--- config.mk ---
export PLATFORM = sky130hd
export DESIGN_NAME = commit_monitor
export DESIGN_NICKNAME = d
export VERILOG_FILES = /design/src/rtl/commit_monitor.sv
export SDC_FILE = /design/constraint.sdc
export NUM_CORES = 1
export LEC_CHECK = 0
export CORE_MARGIN = 2
export CORE_UTILIZATION = 45
export CTS_CLUSTER_DIAMETER = 30
export CTS_CLUSTER_SIZE = 14
export DETAILED_ROUTE_END_ITERATION = 10
export GPL_TIMING_DRIVEN = 0
export PLACE_DENSITY = 0.69
export REMOVE_ABC_BUFFERS = 1
export SLEW_MARGIN = 20
export SYNTH_ARGS = -nofsm -noshare
export SYNTH_HDL_FRONTEND = slang
export SYNTH_SLANG_ARGS = --single-unit
--- constraint.sdc ---
create_clock -name clk -period 6.4 [get_ports clk]
set_clock_uncertainty 0.1 [all_clocks]
set_input_delay 1.28 -clock clk [delete_from_list [all_inputs] [get_ports clk]]
set_output_delay 1.28 -clock clk [all_outputs]
set_load 0.02 [all_outputs]
--- src/rtl/commit_monitor.sv ---
// commit_monitor: writeback-end retirement monitor.
// Stamps every accepted retirement with a 64-bit order number, checks PC
// continuity between consecutive retirements, detects the self-loop halt
// idiom and buffers packets in a small FIFO for a ready/valid consumer.
module commit_monitor #(
    parameter int DEPTH = 4
) (
    input  logic        clk,
    input  logic        rst,
    input  logic        in_commit,
    input  logic        in_trap,
    input  logic [31:0] in_pc_rdata,
    input  logic [31:0] in_pc_wdata,
    input  logic [31:0] in_insn,
    output logic        out_valid,
    input  logic        out_ready,
    output logic [63:0] out_order,
    output logic [31:0] out_pc_rdata,
    output logic [31:0] out_pc_wdata,
    output logic [31:0] out_insn,
    output logic        halt,
    output logic        err_pc,
    output logic        err_overflow,
    output logic        err_trap,
    output logic [31:0] retired
);

    localparam int AW = $clog2(DEPTH);
    localparam logic [AW:0] DEPTH_C = (AW + 1)'(DEPTH);

    typedef enum logic [0:0] {
        ST_RUN    = 1'b0,
        ST_HALTED = 1'b1
    } state_t;

    typedef struct packed {
        logic [63:0] order;
        logic [31:0] pc_rdata;
        logic [31:0] pc_wdata;
        logic [31:0] insn;
    } entry_t;

    state_t      state_r;
    state_t      state_nxt_s;
    entry_t      mem_r [DEPTH];
    entry_t      head_s;
    logic [AW:0] wr_ptr_r;
    logic [AW:0] rd_ptr_r;
    logic [AW:0] count_s;
    logic        full_s;
    logic        empty_s;
    logic        pop_s;
    logic        space_s;
    logic        accept_s;
    logic        overflow_s;
    logic        pc_mismatch_s;
    logic        is_halt_s;
    logic [63:0] order_r;
    logic [31:0] retired_r;
    logic [31:0] exp_pc_r;
    logic        exp_pc_valid_r;
    logic        halt_r;
    logic        err_pc_r;
    logic        err_overflow_r;
    logic        err_trap_r;

    // FIFO occupancy is the pointer difference; the extra wrap bit separates full from empty.
    assign count_s  = wr_ptr_r - rd_ptr_r;
    assign full_s   = (count_s == DEPTH_C);
    assign empty_s  = (count_s == {(AW + 1){1'b0}});
    assign pop_s    = !empty_s && out_ready;
    // A pop in the same cycle frees a slot, so a full FIFO can still accept.
    assign space_s  = !full_s || pop_s;

    assign accept_s      = (state_r == ST_RUN) && in_commit && space_s;
    assign overflow_s    = (state_r == ST_RUN) && in_commit && !space_s;
    assign pc_mismatch_s = accept_s && exp_pc_valid_r && (in_pc_rdata != exp_pc_r);
    assign is_halt_s     = accept_s && (in_pc_wdata == in_pc_rdata);

    // Head entry always comes straight from storage at the read pointer.
    assign head_s       = mem_r[rd_ptr_r[AW-1:0]];
    assign out_valid    = !empty_s;
    assign out_order    = head_s.order;
    assign out_pc_rdata = head_s.pc_rdata;
    assign out_pc_wdata = head_s.pc_wdata;
    assign out_insn     = head_s.insn;
    assign halt         = halt_r;
    assign err_pc       = err_pc_r;
    assign err_overflow = err_overflow_r;
    assign err_trap     = err_trap_r;
    assign retired      = retired_r;

    // Run/halt state register.
    always_ff @(posedge clk or negedge rst) begin
        if (!rst) begin
            state_r <= ST_RUN;
        end else begin
            state_r <= state_nxt_s;
        end
    end

    // Next-state: a self-looping retirement halts the monitor until reset.
    always_comb begin
        state_nxt_s = state_r;
        case (state_r)
            ST_RUN: begin
                if (is_halt_s) begin
                    state_nxt_s = ST_HALTED;
                end else begin
                    state_nxt_s = ST_RUN;
                end
            end
            ST_HALTED: state_nxt_s = ST_HALTED;
            default:   state_nxt_s = ST_RUN;
        endcase
    end

    // FIFO storage and pointers; storage is cleared so out_* reads zero after reset.
    always_ff @(posedge clk or negedge rst) begin
        if (!rst) begin
            for (int i = 0; i < DEPTH; i++) begin
                mem_r[i] <= '{64'd0, 32'd0, 32'd0, 32'd0};
            end
            wr_ptr_r <= {(AW + 1){1'b0}};
            rd_ptr_r <= {(AW + 1){1'b0}};
        end else begin
            if (accept_s) begin
                mem_r[wr_ptr_r[AW-1:0]] <= '{order_r, in_pc_rdata, in_pc_wdata, in_insn};
                wr_ptr_r <= wr_ptr_r + {{AW{1'b0}}, 1'b1};
            end
            if (pop_s) begin
                rd_ptr_r <= rd_ptr_r + {{AW{1'b0}}, 1'b1};
            end
        end
    end

    // Order/retired counters and the expected-PC tracker advance only on accept.
    always_ff @(posedge clk or negedge rst) begin
        if (!rst) begin
            order_r        <= 64'd0;
            retired_r      <= 32'd0;
            exp_pc_r       <= 32'd0;
            exp_pc_valid_r <= 1'b0;
        end else if (accept_s) begin
            order_r        <= order_r + 64'd1;
            retired_r      <= retired_r + 32'd1;
            exp_pc_r       <= in_pc_wdata;
            exp_pc_valid_r <= 1'b1;
        end
    end

    // Sticky status flags; only reset clears them.
    always_ff @(posedge clk or negedge rst) begin
        if (!rst) begin
            halt_r         <= 1'b0;
            err_pc_r       <= 1'b0;
            err_overflow_r <= 1'b0;
            err_trap_r     <= 1'b0;
        end else begin
            if (is_halt_s)     halt_r         <= 1'b1;
            if (pc_mismatch_s) err_pc_r       <= 1'b1;
            if (overflow_s)    err_overflow_r <= 1'b1;
            if (in_trap)       err_trap_r     <= 1'b1;
        end
    end

endmodule

Word level (Yosys, flattened, before mapping)
Cells that the tools add are included.
{"block": "word_totals", "in_bits": 101, "out_inout_bits": 197, "reg_bits": 780, "word_cells": 62}
{"block": "op_classes", "magnitude_cmp": 3, "bitwise": 3, "mux": 8, "add_sub_neg": 5, "n_eq_ne": 3, "n_reduce_logical": 13}
{"operator": "$bwmux W640", "count": 1}
{"operator": "$mux W160", "count": 3}
{"operator": "$bmux W160 S2", "count": 1}
{"operator": "$demux W160 S2", "count": 1}
{"operator": "$add A64 B1 Y64 const B", "count": 1}
{"operator": "$add A32 B1 Y32 const B", "count": 1}
{"operator": "$eq A32 B32 Y1", "count": 1}
{"operator": "$ne A32 B32 Y1", "count": 1}
{"operator": "$logic_and A1 B1 Y1", "count": 8}
{"operator": "$add A3 B1 Y3 const B", "count": 2}
{"operator": "$ge A3 B3 Y1 const B", "count": 2}
{"operator": "$not A2 Y3", "count": 2}
{"operator": "$eq A3 B3 Y1 const B", "count": 1}
{"operator": "$logic_not A1 Y1", "count": 3}
{"operator": "$logic_not A3 Y1", "count": 1}
{"operator": "$lt A3 B1 Y1 const B", "count": 1}
{"operator": "$sub A3 B3 Y3", "count": 1}
{"operator": "$pmux W1 S2", "count": 1}
{"operator": "$logic_or A1 B1 Y1", "count": 1}
{"operator": "$mux W1", "count": 1}
{"operator": "$not A1 Y1", "count": 1}

Longest topological paths before layout
Gate-level depths: netlist (run 1).
{"block": "logic_depth", "depth_word": 9, "ltp_mapped": 13, "depth_no_buf": 7}

Worst setup path before layout (run 1)
No wires, ideal clock.
{"block": "synth_path", "path_type": "register to output", "start": "register rd_ptr_r[1]", "end": "output port out_valid", "arrival_time_ps": 2298, "path_slack_ps": 2722, "required_time_ps": 5020, "path_buffers": 3, "path_stages_with_launch": 9, "cell_sequence": "dfrtp_1 clkbuf_1 clkbuf_1 clkbuf_1 inv_1 ha_1 nor2b_1 xor2_2 nand3_1"}
{"block": "synth_via", "elab_chain_cells": 3}
{"element": "start: declaration", "line": "48", "rtl": "logic [AW:0] rd_ptr_r;"}
{"element": "start signal: assignment", "line": "125", "rtl": "rd_ptr_r <= {(AW + 1){1'b0}};"}
{"element": "start signal: assignment", "line": "132", "rtl": "rd_ptr_r <= rd_ptr_r + {{AW{1'b0}}, 1'b1};"}
{"element": "$sub A3 B3 Y3", "line": "68", "rtl": "assign count_s = wr_ptr_r - rd_ptr_r;"}
{"element": "$logic_not A3 Y1", "line": "70", "rtl": "assign empty_s = (count_s == {(AW + 1){1'b0}});"}
{"element": "$logic_not A1 Y1", "line": "82", "rtl": "assign out_valid = !empty_s;"}
{"element": "end: declaration", "line": "15", "rtl": "output logic out_valid,"}
No other way between the ends.

Worst setup path in the final report (run 1)
{"block": "layout_path", "start": "register rd_ptr_r[0]", "end": "output port out_valid"}
The elaborated chain is that of the path after synthesis.

==> results.md, run 1 <==
* Synth cell types at between 40 and 50
* Pin count of the biggest net entering global routing at about 110
* Hold Startpoint: halt
* Worst setup EP type: output pin
* Worst path max stage delay at 0.81 ns
* Max Slew Vio Count at 0
* Register bit total from synthesis at 780
* Largest fanout on the critical path at 26
* Tmin final at 4.82 ns
* CP delay by family, top: flip-flops
* WL per Instance at 22.9 µm
* Ys flop type: dfrtp_1
* Outcome: finished clean
* Root Buffer: clkbuf_16
* DRT Pass-1 Iters at 5
* Post-Route Setup TNS at 0 ns
* Placed cell areas at 0.0405 mm²
* Buffers and inverters on the worst path at 1
* Asr flop ratio synth at 100%
* Fill cells at 5951
* Via Count at 20787
* Vias in the first global route at 23545
* Most common cell after layout, fill and taps aside: dfrtp_1
* Initial antenna violation count at 5
* PortBufs at 297
* Cell taking the most area after synthesis: dfrtp_1
* Mean post-synth cell area at 16.0 µm²
* Final Setup Violations at 0
* Critical path launch point type: flip-flop
* Tcrit/Tclk final at 75.3%
* Final WL at 87800 µm
* Cells after Synth at 2277
* Area added between synthesis and finish at 28.0%
* Total chip power at 0.0251 W
* Hold crit path type: flip-flop to flip-flop
* RSZ-0062 raised after global routing: no
* Yosys top cell area share at 53.6%
* Vias/cell at 5.43
* Layout Cell Area excl Fill at 0.0466 mm²
* Nets@finish at 2738
* Most frequent cells in the layout: dfrtp_1 (778), mux2_4 (390), clkdlybuf4s50_1 (296)
* Largest cells by area after synthesis: dfrtp_1 (54%), mux2_4 (16%), mux4_2 (9.9%), mux2_2 (7.8%), xor2_1 (2.2%)
* Die Y at 288 µm
* VDD IR max at 0.328 mV
* Grt ovf at 0
* Crit-path cells: ha_1 > nor2b_1 > xor2_2 > nand3_1 > clkdlybuf4s50_1
* Worst hold slack at roughly 0.37 ns
* Worst skew pair latency at between 0.7 and 0.8 ns
* Slew margin rel. at 24.5%
* Io pins at 298
* Layout cell share with drive strength beyond 1 at 41.6%
* Static leakage at 21.7 nW
* Seq/Total Area, Yosys at a little over half
* Initial core utilization at 45.3%
* Core box area at 0.0803 mm²
* RR Startpoint: rd_ptr_r[0]
* Mapped Area at around 0.036 mm²
* Yosys warns at 0
* Final Hold Viols at 0
* Clk slew on worst S/H paths at 0.04 ns
* First-pass GRT wire length at 139000 µm
* Die X at 288 µm
* Row cnt at 104
* DP HPWL at 55900 µm
* Setup bufs post-CTS at 0
* TritonCTS clock tree: built
* # clock sinks at 780
* Gr usage total at 21.7%
* Gpl congestion at 0.739
* Maxcap violations at 0
* Hold buffers post-CTS at 0
* Bufs on Longest Clock Path at 3
* Remaining DRCs at 0
* Cell Pwr Density at 539 mW/mm²
* CTS resizes at 0
* Final core utilization at around 58%
* H-tree depth at 4
* CP required at 5.02 ns
* Num CTS Buffers at 167
* Crit. Startpoint: rd_ptr_r[0]
* Worst slew pin tran at 1.13 ns
* CP Class: flip-flop to output pin
* Critical Path AT at 3.44 ns
* ANT nets after route at 0
* Maximum clock rate at 208 MHz
* Slowest CP cell: dfrtp_4
* Post-synth EDFFs at 0
* Die ar. at 0.0832 mm²
* 1st-iter DRT viols at between 1000 and 1500
where the power goes:
part	switching (W)	leakage, nW	internal [W]
registers	0.000930	9.87	0.00643
clock network	0.00286	2.94	0.00620
logic	0.00388	8.84	0.00481
cell type report:
class | count | area, µm² | share of cell area [%]
repair buffers | 331 | 3850 | 8.28
inverters | 11 | 41.3 | 0.0887
flip-flops and latches | 780 | 19500 | 41.9
clock buffers | 207 | 4590 | 9.86
diodes | 4 | 10.0 | 0.0215
multi-input cells | 1337 | 15800 | 33.9
well taps | 1060 | 1330 | 2.85
clock inverters | 99 | 1440 | 3.09
cells by family (layout without fill, tap and decap cells):
| logic type | count (synthesis) | count (layout) | synth area share, % |
|---|---|---|---|
| mux | 801 | 801 | 33.8 |
| compound gates | 14 | 14 | 0.330 |
| xor+xnor | 165 | 165 | 4.06 |
| fa+ha+maj | 9 | 9 | 0.309 |
| flops | 780 | 780 | 53.6 |
| buf+inv | 160 | 648 | 3.23 |
| simple gates | 348 | 348 | 4.67 |
| other cells | 0 | 4 | 0 |
flip-flops by register name, indices dropped and copies added, names as in the netlist, 3 cells and up:
name,count
order_r,64
exp_pc_r,32
rd_ptr_r,3
retired,32
wr_ptr_r,3
mem_r,640
worst paths after layout:
path                       slack (ns)     endpoint  cells after the start
max                              1.58    out_valid                      5
min                              0.37         halt                      1
max reg2reg                      2.33    mem_r[77]                      9
min reg2reg                      0.37         halt                      1
max in group asynchronous        3.77  order_r[25]                      4
min in group asynchronous        0.44   mem_r[330]                      1
per-layer routing:
metal / part of all wire, % / vias up / GRT usage, %
li1: - / 9016 / -
met2: 49 / 501 / 34.7
met5: 0.015 / - / 0
met4: 3.1 / 2 / 9.55
met1: 43 / 11105 / 28.0
met3: 5.6 / 163 / 5.36
stage by stage:
step | setup WS, ns | instances
6_report | 1.58 | 3829
5_1_grt | 1.31 | 3829
4_1_cts | 1.44 | 3825
3_5_place_dp | 1.59 | 3519
3_3_place_gp | -28.54 | 3485
2_1_floorplan | -5.74 | 2128
cells in the mapped netlist, types with 2 or more instances:
cell type  number
nand2_4         4
ha_1            9
mux4_2        160
nor4_1         22
or2_2           5
nand2_1       149
inv_1          11
nor2b_1         2
dfrtp_1       780
a2111oi_2       2
nand4b_1        2
nor2_1         35
clkbuf_2        2
buf_2          43
o2111ai_1       5
buf_4           4
nor3_1         33
buf_1          23
mux2_4        390
xnor2_1        69
and3_1         10
nand4_1        35
mux2_2        251
nor4_2          2
buf_8          39
nand2b_1        2
nand3_1        38
buf_12          4
and4_1          6
clkbuf_1       34
xor2_1         93
worst reg2reg max path: cells and delay by family (launching register included):
family,cells,cell delay (ns)
adders and majority gates,1,0.24
buffers and inverters,3,0.84
xor gates and xnor gates,1,0.23
muxes,1,0.44
and+or+nand+nor,2,0.64
AOI/OAI and AO/OA,1,0.66
DFF,1,0.81
(Power assumes the default switching activity.)
==> run 2, diff against run 1 <==
Settings changed: PLACE_DENSITY 0.69 to 0.72.
Clock period 6.4 ns to 4.19 ns, I/O delays scaled along.
==> run 2 against run 1 <==
Worst setup slack worse by 1.5 ns. Clock-buffer cell count increased by 14. Critical path depth increased by 1. First-iteration DRC count grew 5.3%. Power is 57% higher. Wire length up 1.3%. Final area is 1.1% higher. Sequential share of layout area shrank 0.44 points. Via count rose by 0.73%. Combinational power up 54%. Critical endpoint unchanged.
==> results.md, run 2 (same netlist as run 1, synthesis figures left out) <==
* Outcome: finished clean
* Psw at 0.0120 W (+57%)
* Placed Cells at 3517 (-0.057%)
* TritonCTS clock tree: built
* Clk slew on worst S/H paths at 0.05 ns (about the same)
* First-pass GRT wire length at 142000 µm (+1.8%)
* Initial antenna violation count at 5 (unchanged)
* Reg2Reg Setup Slack at 0.48 ns (-1.85 ns)
* Grt ovf at 0 (unchanged)
* WL per Instance at 23.1 µm (+0.68%)
* Share of total power in the clock network at 37.5% (+1.4 points)
* Root Buffer: clkbuf_16
* Maxcap violations at 0 (unchanged)
* Io pins at 298 (unchanged)
* Final Hold Viols at 0 (unchanged)
* Max Slew Vio Count at 0 (unchanged)
* VDD IR max at 0.624 mV (+90%)
* CP required at 3.25 ns (-1.77 ns)
* Initial core utilization at 45.3% (unchanged)
* Tcrit/Tclk final at a little under 100%
* Most flop-heavy register: mem_r
* Die ar. at 0.0832 mm² (unchanged)
* Cell Pwr Density at 836 mW/mm² (+55%)
* Most frequent cells in the layout: dfrtp_1 (778), mux2_4 (390), clkdlybuf4s50_1 (296)
* RSZ-0062 raised after global routing: no
* CP Class: flip-flop to output pin
* Hold crit path type: flip-flop to flip-flop
* Static leakage at 21.9 nW (+1.0%)
* Vias/cell at 5.43 (+0.10%)
* # clock sinks at 780 (unchanged)
* Gpl congestion at 0.761 (+3.0%)
* Vias in the first global route at 23710 (+0.70%)
* Layout Cell Area excl Fill at 0.0471 mm² (+1.1%)
* H-tree depth at 4 (unchanged)
* Final WL at 89000 µm (+1.3%)
* Tmin final at 4.09 ns
* Non-Filler Instances at 3853 (+0.63%)
* Placed cell areas at 0.0405 mm² (-0.11%)
* Core box area at 0.0803 mm² (unchanged)
* Switching Fraction at 30.6% (+0.060 points)
* Bufs on Longest Clock Path at 3 (unchanged)
* Die X at 288 µm (unchanged)
* Row cnt at 104 (unchanged)
* ANT nets after route at 0 (unchanged)
* Sequential share of power at 28.4% (-0.9 points)
* Largest fanout on the critical path at 13 (-50%)
* Remaining DRCs at 0 (unchanged)
* Via Count at 20939 (+0.73%)
* Internal power at 0.0273 W (+57%)
* Num CTS Buffers at 177 (+6.0%)
* Max FFs per register at 640 (unchanged)
* Slew margin rel. at 29.9% (+5.4 points)
* Die Y at 288 µm (unchanged)
* Layout cell share with drive strength beyond 1 at 42.2% (+0.62 points)
* Largest regs: mem_r x640, order_r x64
* Nets@finish at 2749 (+0.40%)
* Most common cell after layout, fill and taps aside: dfrtp_1
* Area added between synthesis and finish at 29.3%
* Critical path launch point type: flip-flop
* Worst setup EP type: output pin
* 1st-iter DRT viols at 1163 (+5.3%)
* Critical Path AT at 3.15 ns (-0.29 ns)
* PortBufs at 297 (unchanged)
* Worst slew pin tran at 1.05 ns (-0.0810 ns)
* Setup WS post-layout at 0.103 ns (-1.48 ns)
* Logic pwr share at 34.1% (-0.5 points)
* Gr usage total at 22.0% (+0.37 points)
* Final Setup Violations at 0 (unchanged)
* DRT Pass-1 Iters at 5 (unchanged)
* DP HPWL at 55100 µm (-1.3%)
* Pre-CTS setup slack at -0.160 ns (-1.75 ns)
* Maximum clock rate at 245 MHz
* Worst skew pair latency at 0.75 ns (+0.02 ns)
* Pin count of the biggest net entering global routing at 106 (-4.5%)
## run 2: cell count changes in the layout (fill, tap and decap cells not counted), moves of 3 or more
cell / previous run / this run
clkinv_2: 28 / 33
clkinvlp_4: 11 / 16
clkinv_16: 3 / 7
clkbuf_16: 169 / 177
inv_6: 9 / 6
clkbuf_8: 22 / 30
clkinv_4: 15 / 12
## run 2: power by group through the flow
| stage | registers (W) | logic, W | clock network (W) |
|---|---|---|---|
| global placement | 0.0115 | 0.0113 | 0 |
| global route | 0.0115 | 0.0141 | 0.0154 |
| floorplan | 0.0112 | 0.00837 | 0 |
| CTS | 0.0112 | 0.0136 | 0.0150 |
| finish | 0.0112 | 0.0134 | 0.0148 |
| detailed placement | 0.0113 | 0.0133 | 0 |
## run 2: worst paths after layout
| path | from | end | cells after the start |
|---|---|---|---|
| setup / recovery | rd_ptr_r[1] | out_valid | 6 |
| hold / removal | state_r | state_r | 1 |
| setup reg to reg | rd_ptr_r[1] | mem_r[565] | 9 |
| hold reg to reg | state_r | state_r | 1 |
| max in group asynchronous | rst | rd_ptr_r[2] | 6 |
| min in group asynchronous | rst | mem_r[482] | 2 |
## run 2: repair_timing
item / in CTS / in global routing
resized for setup: 2 / 0
endpoints found under the setup margin: 34 / 0
hold endpoints to repair: 14 / 0
setup buffers: 2 / 0
hold buffers: 1 / 0
## run 2: layout make-up
class	count	area (µm²)
fillers	5872	33200
flip-flops and latches	780	19500
multi-input cells	1337	15800
clock buffers	221	4890
repair buffers	332	3840
clock inverters	110	1640
well taps	1060	1330
inverters	11	41.3
diodes	2	5.00
## run 2: through the flow
stage | power (W) | setup TNS [ns] | utilization [%] | hold slack, ns
floorplan | 0.0196 | -6337.60 | - | 0.335
global placement | 0.0228 | - | 49.3 | 0.350
detailed placement | 0.0246 | -21.00 | 50.4 | 0.363
finish | 0.0394 | 0 | 58.6 | 0.371
CTS | 0.0398 | 0 | 58.6 | 0.374
global route | 0.0410 | 0 | 58.6 | 0.382
## run 2: critical path, cell delays in order (launching register included)
cell             delay, ns
dfrtp_4               0.62
inv_1                 0.09
ha_1                  0.20
nor2b_2               0.27
xor2_4                0.38
nand3_1               0.22
clkdlybuf4s50_1       0.65
## run 2: metal layers
layer | track usage [%] | share of wire (%) | up-vias
li1 | - | - | 9055
met1 | 28.1 | 42 | 11217
met2 | 36.2 | 50 | 498
met3 | 5.62 | 5.4 | 163
met4 | 8.33 | 2.5 | 6
met5 | 0 | 0.042 | -
